--- config.mk ---
export PLATFORM = sky130hd
export DESIGN_NAME = fifo_prio_arbiter
export DESIGN_NICKNAME = d
export VERILOG_FILES = /design/src/rtl/fifo_prio_arbiter.sv
export SDC_FILE = /design/constraint.sdc
export NUM_CORES = 1
export LEC_CHECK = 0
export BUFFER_PORTS_ARGS = -buffer_cell sky130_fd_sc_hd__buf_2
export CORE_MARGIN = 2
export CORE_UTILIZATION = 46
export DETAILED_ROUTE_END_ITERATION = 8
export HOLD_SLACK_MARGIN = 0.12
export PLACE_DENSITY_LB_ADDON = 0.2
export SYNTH_ARGS = -nofsm -noshare
export SYNTH_HDL_FRONTEND = slang
export SYNTH_SLANG_ARGS = --single-unit
--- constraint.sdc ---
create_clock -name clk -period 3.16 [get_ports clk]
set_input_delay 0 -clock clk [delete_from_list [all_inputs] [get_ports clk]]
set_output_delay 0 -clock clk [all_outputs]
set_load 0.01 [all_outputs]
--- src/rtl/fifo_prio_arbiter.sv ---
// Priority/round-robin arbiter with aging that feeds a registered valid/ready
// output stage sitting directly in front of a FIFO write channel.
module fifo_prio_arbiter #(
    parameter int DW      = 33,
    parameter int NREQ    = 4,
    parameter int AGE_MAX = 8
) (
    input  logic                     clk,
    input  logic                     rst,
    input  logic [NREQ-1:0]          req_vld_i,
    input  logic [NREQ*DW-1:0]       req_data_i,
    output logic [NREQ-1:0]          req_rdy_o,
    output logic [DW-1:0]            data_out,
    output logic                     vld_o,
    input  logic                     rdy_i,
    output logic [$clog2(NREQ)-1:0]  grant_id_o,
    output logic                     starve_evt_o
);
    localparam int GW = $clog2(NREQ);
    localparam int AW = $clog2(AGE_MAX + 1);
    localparam logic [AW-1:0] AGE_SAT = AW'(AGE_MAX);

    typedef enum logic {EMPTY, FULL} state_t;

    state_t                  state_q, state_d;
    logic [DW-1:0]           data_q;
    logic [GW-1:0]           gid_q;
    logic [GW-1:0]           rr_q;
    logic [NREQ-1:0][AW-1:0] age_q, age_d;
    logic                    starve_q, starve_d;

    logic [NREQ-1:0][DW-1:0] word;
    logic [NREQ-1:0]         msb, hi, elig;
    logic [GW-1:0]           gnt_idx;
    logic                    load;

    // Eligibility (tagged or promoted first) and round-robin search after rr_q
    always_comb begin
        int           idx;
        logic [GW-1:0] idx_w;
        logic         found;
        idx     = 0;
        idx_w   = '0;
        found   = 1'b0;
        gnt_idx = '0;
        for (int i = 0; i < NREQ; i++) begin
            word[i] = req_data_i[i*DW +: DW];
            msb[i]  = word[i][DW-1];
            hi[i]   = req_vld_i[i] && (msb[i] || age_q[i] == AGE_SAT);
        end
        elig = (|hi) ? hi : req_vld_i;
        for (int k = 1; k <= NREQ; k++) begin
            idx   = (int'(rr_q) + k) % NREQ;
            idx_w = GW'(idx);
            if (!found && elig[idx_w]) begin
                found   = 1'b1;
                gnt_idx = idx_w;
            end
        end
    end

    // Accept a word when the output stage is free or draining; never during reset
    always_comb begin
        load      = !rst && (state_q == EMPTY || rdy_i) && (|req_vld_i);
        req_rdy_o = '0;
        if (load) req_rdy_o[gnt_idx] = 1'b1;
    end

    // Output stage FSM: EMPTY fills on load, FULL drains when consumed with no refill
    always_comb begin
        state_d = state_q;
        case (state_q)
            EMPTY:   if (load) state_d = FULL;
            FULL:    if (rdy_i && !load) state_d = EMPTY;
            default: state_d = EMPTY;
        endcase
    end

    // Aging: losers that are valid and untagged count up (saturating); idle sources clear
    always_comb begin
        starve_d = 1'b0;
        for (int i = 0; i < NREQ; i++) begin
            age_d[i] = age_q[i];
            if (!req_vld_i[i]) begin
                age_d[i] = '0;
            end else if (load) begin
                if (GW'(i) == gnt_idx || msb[i]) age_d[i] = '0;
                else if (age_q[i] != AGE_SAT)    age_d[i] = age_q[i] + AW'(1);
            end
            if (age_d[i] == AGE_SAT && age_q[i] != AGE_SAT) starve_d = 1'b1;
        end
    end

    // State, output register, rr pointer and age counters
    always_ff @(posedge clk) begin
        if (rst) begin
            state_q  <= EMPTY;
            data_q   <= '0;
            gid_q    <= '0;
            rr_q     <= GW'(NREQ - 1);
            age_q    <= '0;
            starve_q <= 1'b0;
        end else begin
            state_q  <= state_d;
            age_q    <= age_d;
            starve_q <= starve_d;
            if (load) begin
                data_q <= word[gnt_idx];
                gid_q  <= gnt_idx;
                rr_q   <= gnt_idx;
            end
        end
    end

    assign vld_o        = (state_q == FULL);
    assign data_out     = data_q;
    assign grant_id_o   = gid_q;
    assign starve_evt_o = starve_q;

endmodule

==> out/metrics.yaml, run 1 <==
run_status:
  status: "aborted with a tool error"
  lastStage: "4_1_cts"
  firstError: "[ERROR RSZ-0060] Max buffer count reached."
clock_tree:
  postCtsSetupRepairBufs: 0
  cts_hold_buf: 131
  cts_root_buf: "clkbuf_8"
  htree_num_levels: 2
  clock_path_buffers: 2
  cts_buffers: 5
  clock_sinks: 55
  post_cts_resized: 0
synth:
  yosys.area.top_type_share_pct: 31.8
  yosysWarnings: 0
  synth_edf_count: 0
  ys_async_sr_fraction_pct: 0
  ys_seq_area_share_pct: 31.8
  syn_area_um2: 3460
  synth_seq_cells: 55
  synth.net_count: 530
  synthCells: 383
  synth_area_leaders: "dfxtp_1 32%, mux2i_1 9.8%, a222oi_1 7.2%, o21ai_1 3.6%, ha_1 2.9%"
  synth_flop_cell: "dfxtp_1"
  avgSynthCellArea_um2: 9.04
  ys_types: 67
  yosys.area.top_type: "dfxtp_1"
die:
  num_io_pins: 180
  die_w_um: 90.8
  initial_core_util_pct: 47.7
  rows: 31
  die_h_um: 90.8
place:
  port-buffer-count: 179
  hpwl_um: 8600
  routabilityCongestion: 0.919
  postPlaceCellArea_um2: 4410
-- metrics by stage --
step	setup slack, ns	hold slack (ns)	instances	util [%]
floorplan	0.395	0.139	383	-
global placement	0.297	0.222	642	60.7
detailed placement	0.157	0.229	642	60.7
-- Yosys cell counts (all sizes together), types with 2 or more instances --
cell     number
ha            8
nor3b         5
o311ai        2
nor2         14
a31oi         6
a32oi         2
dfxtp        55
inv          16
a222oi       25
a41oi         2
or3           4
nor2b         5
mux2i        34
nand2        27
a221o         8
nand2b        3
or4           2
o211ai        4
xor2          3
and3b         7
clkbuf        8
xnor2         3
o311a         2
o21a          3
a21oi        17
nor3         13
o21ai        39
buf          20
nand4         4
a21boi        2
o2bb2ai       8
o22ai         2
and2          4
a22oi         2
a211o         2
nand3         7
-- cell families after synthesis --
logic type	share of synthesized area, %
adder cells (fa/ha/maj)	2.89
buffers and inverters	6.69
XOR/XNOR	1.52
multiplexers	9.83
flip-flops	31.8
AND/OR/NAND/NOR	16.8
AO/OA/AOI/OAI	30.4
==> run 2: changes to the inputs <==
--- a/config.mk
+++ b/config.mk
@@ -7,10 +7,9 @@
 export LEC_CHECK = 0
 export BUFFER_PORTS_ARGS = -buffer_cell sky130_fd_sc_hd__buf_2
 export CORE_MARGIN = 2
-export CORE_UTILIZATION = 46
+export CORE_UTILIZATION = 35
 export DETAILED_ROUTE_END_ITERATION = 8
-export HOLD_SLACK_MARGIN = 0.12
-export PLACE_DENSITY_LB_ADDON = 0.2
+export PLACE_DENSITY_LB_ADDON = 0.15
 export SYNTH_ARGS = -nofsm -noshare
 export SYNTH_HDL_FRONTEND = slang
 export SYNTH_SLANG_ARGS = --single-unit
==> run 2 against run 1 <==
Compared with the run above: the run now ends clean; area after synthesis unchanged; synthesized cell count did not move.
==> out/metrics.yaml, run 2 <==
setup_path:
  end_kind: "output port"
  critPathSlowestCell: "dfxtp_1"
  crit_fanout: 8
  critPathBufInv: 2
  crit_type: "reg -> out"
  critical_path.max_stage_delay_ns: 0.44
  cp.arrival_ns: 2.98
  critPathTopFamily: "compound AO/OA/AOI/OAI gates"
  cp-start-kind: "flop"
  path_cells: "inv_1 -> ha_1 -> and3b_1 -> o21ai_4 -> nand4_1 -> a211o_1 -> a31oi_4 -> nand2_2 -> nor2_4 -> buf_2"
  cp.required_ns: 3.16
synth:
  yosys.area.top_type_share_pct: 31.8
  ys_seq_area_share_pct: 31.8
  ys_types: 67
  synthCells: 383
  avgSynthCellArea_um2: 9.04
  synth.net_count: 530
  ys_async_sr_fraction_pct: 0
  syn_area_um2: 3460
  yosysMostFrequentCell: "dfxtp_1"
  yosysWarnings: 0
  synth_area_leaders: "dfxtp_1 32%, mux2i_1 9.8%, a222oi_1 7.2%, o21ai_1 3.6%, ha_1 2.9%"
  synth_flop_cell: "dfxtp_1"
  synth_edf_count: 0
  yosys.area.top_type: "dfxtp_1"
  synth_commonest_cells: "55 x dfxtp_1, 34 x mux2i_1, 26 x nand2_1, 25 x a222oi_1, 25 x o21ai_1"
  synth_seq_cells: 55
sta:
  fin_ws_ns: 0.179
  slew_headroom_pct: 71.1
  skew_ns: 0.0136
  fin_setup_tns_ns: 0
  finalSetupViolations: 0
  tightest_slew_ns: 0.433
  max_freq_mhz: 335
  finalHoldWorstSlack_ns: 0.00787
  period_minus_slack_ns: 2.98
  hold_viol_final: 0
  period_share_pct: 94.3
  drv_slew: 0
clock_tree:
  htree_num_levels: 2
  path_clk_slew_ns: 0.11
  clk_latency_ns: 0.32
  clock_path_buffers: 2
  cts_buffers: 5
  clock_sinks: 55
  cts_tree: "done"
  cts_root_buf: "clkbuf_8"
layout:
  most-common-layout-cells: "179 x buf_2, 114 x dlygate4sd3_1, 53 x dfxtp_1"
  final_core_util_pct: 59.9
  largest_register_ff_count: 33
  instances_no_fill: 807
  layout_commonest_cell: "buf_2"
  design_area_um2: 5800
  drive_above_1_share_pct: 33.4
  fin_nets: 819
  syn_to_final_growth_pct: 67.5
run_status:
  status: "finished, final reports clean"
power:
  powerDensity_nw_per_um2: 384
  p_leak_nw: 2.57
  ir_drop_mv: 0.220
  power_mw: 2.23
hold_path:
  min_path_type: "in -> reg"
route:
  detail_route.wl_per_cell_um: 18.2
  ant_nets: 0
  drt-pass1-iter-count: 9
  dr_total_vias: 4434
  post_drt_via_cell_ratio: 5.49
  first_iter_violations: 299
  drt_wl_total_um: 14700
  drc: 0
die:
  die_h_um: 103
  initial_core_util_pct: 35.7
  core_um2: 9680
  rows: 36
  num_io_pins: 180
  die_w_um: 103
  dieArea_um2: 10700
place:
  dp.cells: 677
  pre_cts_ws_ns: 0.173
  postPlaceCellArea_um2: 4460
  routabilityCongestion: 0.906
  port-buffer-count: 179
  hpwl_um: 8830
global_routing:
  grt_max_degree: 36
  antenna_found_initial: 0
  grtUsageTotal_pct: 26.2
  overflow: 0
  grt_pass1_vias: 4392
  grt_pass1_wl_um: 21900
job:
  maxCapViolCount: 0
run 2: cell counts after synthesis:
Identical to the previous run, type by type.
run 2: layout make-up:
class	instances	area, um2
clock inverters	3	46.3
well taps	133	166
multi-input cells	284	2160
fillers	813	3880
repair buffers	310	2190
diodes	1	2.50
flip-flops and latches	55	1100
clock buffers	5	68.8
inverters	16	60.1
run 2: worst min-delay path: stages:
cell and delay (ns):
buf_2 0.08, o2bb2ai_1 0.12, a221o_1 0.11
run 2: power by group:
group,switching (mW),internal [mW],total (mW)
registers,0.0672,0.794,0.862
clock network,0.261,0.239,0.500
logic,0.434,0.429,0.864
total,0.762,1.46,2.23
run 2: cells by family (layout without fill, tap and decap cells):
kind of cell,after synthesis,in the layout,synth area share [%]
xor+xnor,6,6,1.52
other cells,0,1,0
flops,55,55,31.8
compound gates,135,135,30.4
simple gates,101,101,16.8
mux,34,34,9.83
buf+inv,44,334,6.69
fa+ha+maj,8,8,2.89
run 2: final timing paths:
path / startpoint / to / slack (ns) / cells after the start
setup / recovery: age_q[0] / req_rdy_o[3] / 0.18 / 10
hold / removal: req_data_i[54] / data_out[21] / 0.008 / 3
setup reg to reg: age_q[0] / data_out[21] / 0.21 / 11
hold reg to reg: grant_id_o[1] / grant_id_o[1] / 0.47 / 2
run 2: timing repair:
item	in CTS	in global routing
hold buffers	114	0
endpoints found under the setup margin	0	23
endpoints found under the hold margin	33	0
buffers inserted	0	7
gates resized for setup	0	6
run 2: per-layer routing:
layer | up-vias | part of all wire, % | track usage, %
met5 | - | 0 | 0
met4 | 0 | 3.0 | 11.5
met3 | 40 | 7.4 | 6.18
met2 | 238 | 50 | 43.2
met1 | 2070 | 40 | 32.5
li1 | 2086 | - | -
No activity file was read; power rests on OpenSTA's default activity.
